===== src/rtl/timer_pkg.sv =====
// Shared definitions for the programmable countdown timer.
// State encodings and the sub-second counter width helper.
package timer_pkg;

  typedef enum logic [1:0] {
    ST_IDLE   = 2'd0,
    ST_RUN    = 2'd1,
    ST_PAUSED = 2'd2
  } state_t;

  function automatic int SUBW(input int n);
    int w;
    w = $clog2(n);
    return (w < 1) ? 1 : w;
  endfunction

endpackage


===== src/rtl/timer_prescaler.sv =====
// Sub-second counter: divides the clock into whole and half seconds.
// Ticks are raw counter decodes; the owner gates them with its state.
module timer_prescaler
  import timer_pkg::*;
#(
  parameter int CLKS_PER_SEC = 10,
  parameter int SW = SUBW(CLKS_PER_SEC)
) (
  input  logic i_clock,
  input  logic i_reset,
  input  logic i_clear,
  input  logic i_load,
  input  logic i_en,
  output logic o_sec_tick,
  output logic o_half_tick
);

  localparam logic [SW-1:0] LP_TOP  = SW'(CLKS_PER_SEC - 1);
  localparam logic [SW-1:0] LP_HALF = SW'(CLKS_PER_SEC / 2);
  localparam logic [SW-1:0] LP_ONE  = SW'(1);

  logic [SW-1:0] r_sub_cnt;

  // Clear wins over load; enabled counting wraps 0 back to the top.
  always_ff @(posedge i_clock) begin
    if (i_reset || i_clear) begin
      r_sub_cnt <= '0;
    end else if (i_load) begin
      r_sub_cnt <= LP_TOP;
    end else if (i_en) begin
      r_sub_cnt <= (r_sub_cnt == '0) ? LP_TOP : r_sub_cnt - LP_ONE;
    end
  end

  assign o_sec_tick  = (r_sub_cnt == '0);
  assign o_half_tick = (r_sub_cnt == '0) || (r_sub_cnt == LP_HALF);

endmodule


===== src/rtl/prog_timer.sv =====
// Programmable seconds countdown with retrigger, abort and tick outputs.
// Define TIMER_PAUSE_EN to add the i_pause_timer port and PAUSED state.
module prog_timer
  import timer_pkg::*;
#(
  parameter int CLKS_PER_SEC = 10,
  parameter int VALUE_W = 4
) (
  input  logic               i_clock,
  input  logic               i_reset,
  input  logic [VALUE_W-1:0] i_value,
  input  logic               i_start_timer,
  input  logic               i_abort_timer,
`ifdef TIMER_PAUSE_EN
  input  logic               i_pause_timer,
`endif
  output logic               o_expired,
  output logic               o_one_hz_enable,
  output logic               o_half_hz_enable,
  output logic [VALUE_W-1:0] o_remaining,
  output logic               o_busy
);

  localparam logic [VALUE_W-1:0] LP_ONE = VALUE_W'(1);

  state_t             r_state;
  state_t             w_state_nxt;
  logic [VALUE_W-1:0] r_sec_left;
  logic [VALUE_W-1:0] w_sec_nxt;
  logic               w_sub_clr;
  logic               w_sub_load;
  logic               w_sub_en;
  logic               w_sub_zero;
  logic               w_sub_half;
  logic               w_step;

  timer_prescaler #(
    .CLKS_PER_SEC(CLKS_PER_SEC)
  ) u_prescaler (
    .i_clock    (i_clock),
    .i_reset    (i_reset),
    .i_clear    (w_sub_clr),
    .i_load     (w_sub_load),
    .i_en       (w_sub_en),
    .o_sec_tick (w_sub_zero),
    .o_half_tick(w_sub_half)
  );

  // State and seconds registers.
  always_ff @(posedge i_clock) begin
    if (i_reset) begin
      r_state    <= ST_IDLE;
      r_sec_left <= '0;
    end else begin
      r_state    <= w_state_nxt;
      r_sec_left <= w_sec_nxt;
    end
  end

  // Next state: abort, then start, then pause, then counting.
  always_comb begin
    w_state_nxt = r_state;
    w_sec_nxt   = r_sec_left;
    w_sub_clr   = 1'b0;
    w_sub_load  = 1'b0;
    w_sub_en    = 1'b0;
    w_step      = 1'b0;
    if (i_abort_timer) begin
      w_state_nxt = ST_IDLE;
      w_sec_nxt   = '0;
      w_sub_clr   = 1'b1;
    end else if (i_start_timer) begin
      if (i_value != '0) begin
        w_state_nxt = ST_RUN;
        w_sec_nxt   = i_value;
        w_sub_load  = 1'b1;
      end else begin
        w_state_nxt = ST_IDLE;
        w_sec_nxt   = '0;
        w_sub_clr   = 1'b1;
      end
    end else begin
      case (r_state)
        ST_RUN: begin
`ifdef TIMER_PAUSE_EN
          if (i_pause_timer) begin
            w_state_nxt = ST_PAUSED;
          end else begin
            w_step = 1'b1;
          end
`else
          w_step = 1'b1;
`endif
        end
`ifdef TIMER_PAUSE_EN
        ST_PAUSED: begin
          if (!i_pause_timer) begin
            w_state_nxt = ST_RUN;
            w_step      = 1'b1;
          end
        end
`endif
        default: w_state_nxt = r_state;
      endcase
      if (w_step) begin
        if (w_sub_zero && (r_sec_left <= LP_ONE)) begin
          w_state_nxt = ST_IDLE;
          w_sec_nxt   = '0;
        end else begin
          w_sub_en = 1'b1;
          if (w_sub_zero) begin
            w_sec_nxt = r_sec_left - LP_ONE;
          end
        end
      end
    end
  end

  assign o_one_hz_enable  = (r_state == ST_RUN) && w_sub_zero;
  assign o_half_hz_enable = (r_state == ST_RUN) && w_sub_half;
  assign o_expired        = (r_state == ST_IDLE) && (r_sec_left == '0);
  assign o_busy           = (r_state != ST_IDLE);
  assign o_remaining      = r_sec_left;

endmodule


===== config.mk =====
export PLATFORM = sky130hd
export DESIGN_NAME = prog_timer
export DESIGN_NICKNAME = d
export VERILOG_FILES = /design/src/rtl/timer_pkg.sv /design/src/rtl/timer_prescaler.sv /design/src/rtl/prog_timer.sv
export SDC_FILE = /design/constraint.sdc
export NUM_CORES = 1
export LEC_CHECK = 0
export ABC_AREA = 1
export CORE_MARGIN = 2
export CORE_UTILIZATION = 45
export DETAILED_ROUTE_END_ITERATION = 10
export DONT_BUFFER_PORTS = 1
export GPL_TIMING_DRIVEN = 0
export PLACE_DENSITY = 0.68
export SYNTH_ARGS = -nofsm -noshare
export SYNTH_HDL_FRONTEND = slang
export SYNTH_SLANG_ARGS = --single-unit

===== constraint.sdc =====
create_clock -name i_clock -period 1.5 [get_ports i_clock]
set_clock_uncertainty 0.1 [all_clocks]
set_input_delay 0.225 -clock i_clock [delete_from_list [all_inputs] [get_ports i_clock]]
set_output_delay 0.225 -clock i_clock [all_outputs]
set_load 0.02 [all_outputs]

==> key figures <==
Outcome
  – Status: complete, no violations

Logic synthesis
  – Async S/R FF share, synth: 0%
  – Netlist cell types: 16
  – Most frequent cell after synthesis: nand2_1
  – Synth top area share: 26.9%
  – Post-Syn Instances: 107
  – Yosys Warn Count: 0
  – Post-synth EDFFs: 0
  – Synth Register Bits: 9
  – Dominant cell type by area after synthesis: dfxtp_1
  – Synthesized cell area: 669 sq um
  – Sequential cell area fraction in the yosys report: 26.9%
  – Top cells by area, synth: dfxtp_1, nand2_1, inv_1, nor2_1, nand3_1
  – Post-synth top cells: nand2_1, inv_1, nor2_1, dfxtp_1, nand3_1
  – Synth Flop Type: dfxtp_1
  – Synth Area per Inst: 6.26 sq um
  – Syn nets: 118

Finish
  – Post-route cell area: 791 sq um
  – Inserted Diodes: 0
  – Nets: 125
  – Layout cell share with drive strength beyond 1: 32.7%
  – Area delta synth->final: 18.1%

STA
  – Hold violation count in the final report: 0
  – Unrepaired setup endpoints after global routing: yes
  – Setup violators final: 0
  – Tmin final: 1.43 ns
  – Slew margin rel.: 83.3%
  – FMAX: 701 MHz
  – Period Utilization, post-route: 95.1%
  – Worst Max-Slew Pin Slew: 0.250 ns
  – Fin. max-slew vios: 0

Power and ir drop
  – Lkg Pwr: 0.348 nW
  – Tot Pwr: 580 uW
  – Power density over cell area: 733 nW/um^2
  – Maximum vdd ir drop: 0.546 mV

Floorplan
  – CORE AREA: 1350 sq um
  – Die Y: 42.6 um
  – DIE WIDTH: 42.6 um
  – Die area: 1810 sq um
  – Starting density of the core: 49.6%
  – IO Pins: 16
  – Row cnt: 13

Route
  – DR iter-0 viols: 5
  – Antenna viol nets, final: 0
  – DR vias/cell: 5.15
  – Met2 routed WL: 583 um
  – Final wirelength: 1.40 mm
  – Residual DRC count: 0
  – Met1 Routed Length: 706 um
  – Via count: 659
  – Top Layer Used: met4
  – DR WL met3: 81 um
  – First-pass iteration count of the detailed router: 4
  – Wire length per cell: 10.9 um

GRT
  – Initial antenna violation count: 0
  – Number of global-route vias before repair: 552
  – First-pass GRT wire length: 2.32 mm
  – GRT Util Overall: 16.8%
  – Pin count of the biggest net entering global routing: 9
  – Congestion Overflow GR: 0

Placement
  – HPWL after DPL: 1.12 mm
  – Port bufs: 0
  – Placer Congestion: 0.733
  – Placed inst area: 689 sq um

Setup path
  – CP Launch Type: flop
  – Crit-path cells: inv_2, ha_1, nand2_1, nor2_4
  – Critical path's slowest cell: dfxtp_4
  – Worst EP arrival: 1.10 ns
  – Worst setup EP type: output pin
  – WP data required: 1.17 ns
  – Max incr delay on CP: 0.38 ns
  – R2R depth: 9
  – Worst Path Class, Setup: reg2out
  – Critical-path maximum fanout: 4

CTS
  – Buffer levels on the longest clock path: 2
  – TritonCTS Buffers: 3
  – Clock sink count: 9
  – CTS root buffer: clkbuf_4
  – Skew-Pair Late Insertion Delay: 0.26 ns
  – Clk pin slew, worst setup/hold paths: 0.06 ns
  – CTS tree: yes
  – # H-tree levels: 1

Run
  – Max-Cap Viols: 0

Hold path
  – Hold/Removal Path Class: in2reg
  – Hold depth: 3
==> placed cells by master (no fill, tap or decap), types with 4 or more instances in the layout <==
master / n
a21oi_1: 7
dfxtp_1: 4
inv_1: 10
inv_2: 8
nand2_1: 27
nand2_2: 4
nand3_1: 9
nor2_1: 9
nor2_2: 6
==> registers in the layout, summed over array words and instances, names as in the netlist <==
register and count:
u_prescaler.r_sub_cnt 4, o_remaining 4, r_state 1
==> routing by layer <==
metal | global-route usage [%] | vias to the layer above
met5 | 0 | -
met4 | 13.1 | 0
met3 | 2.16 | 2
met2 | 21.5 | 17
met1 | 24.5 | 290
li1 | - | 350
==> worst max-delay path: cells and delay by family, from the launching register on <==
| kind | cells | cell delay [ns] |
|---|---|---|
| fa+ha+maj | 1 | 0.15 |
| flops | 1 | 0.38 |
| buf+inv | 1 | 0.09 |
| simple gates | 2 | 0.23 |
==> final cells by class <==
cell class / instances / area [sq um]
flip-flops and latches: 9 / 191
repair buffers: 2 / 17.5
well taps: 15 / 18.8
inverters: 18 / 67.6
fillers: 137 / 559
multi-input cells: 80 / 469
clock buffers: 4 / 26.3
==> per-stage QoR <==
stage / instances / hold WS [ns] / setup WS, ns / utilization [%] / setup TNS, ns
2_1_floorplan: 107 / 0.194 / 0.00788 / - / 0
3_3_place_gp: 122 / 0.199 / -0.136 / 51.1 / -0.804
3_5_place_dp: 122 / 0.200 / -0.127 / 51.1 / -0.833
4_1_cts: 127 / 0.0700 / 0.00297 / 56.3 / 0
5_1_grt: 128 / 0.0709 / -0.0129 / 58.6 / -0.0291
6_report: 128 / 0.0706 / 0.0737 / 58.6 / 0
==> timing repair <==
| action | CTS | global route |
|---|---|---|
| pin swaps | 1 | 3 |
| buffers inserted | 0 | 1 |
| hold buffers | 1 | 0 |
| gates resized for setup | 12 | 10 |
| setup endpoints to repair | 12 | 11 |
| endpoints found under the hold margin | 1 | 0 |
==> path summary, 6_finish.rpt <==
path	start	end	slack, ns
setup / recovery	o_remaining[0]	o_expired	0.07
hold / removal	i_abort_timer	r_state[0]	0.07
setup reg to reg	o_remaining[1]	o_remaining[2]	0.08
hold reg to reg	u_prescaler.r_sub_cnt[3]	u_prescaler.r_sub_cnt[3]	0.41
==> logic make-up (layout without fill, tap and decap cells) <==
group / count (synthesis) / in the layout / synth area share, %
AO/OA/AOI/OAI: 10 / 10 / 7.48
XOR/XNOR: 2 / 2 / 2.62
adder cells (fa/ha/maj): 3 / 3 / 5.61
AND/OR/NAND/NOR: 65 / 65 / 47.3
buffers and inverters: 18 / 24 / 10.1
flip-flops: 9 / 9 / 26.9
==> power breakdown <==
group / switching, mW / total (mW) / internal, mW
Clock: 0.0785 / 0.181 / 0.102
Combinational: 0.0878 / 0.136 / 0.0482
Sequential: 0.0169 / 0.263 / 0.246
No activity file was read; power rests on OpenSTA's default activity.
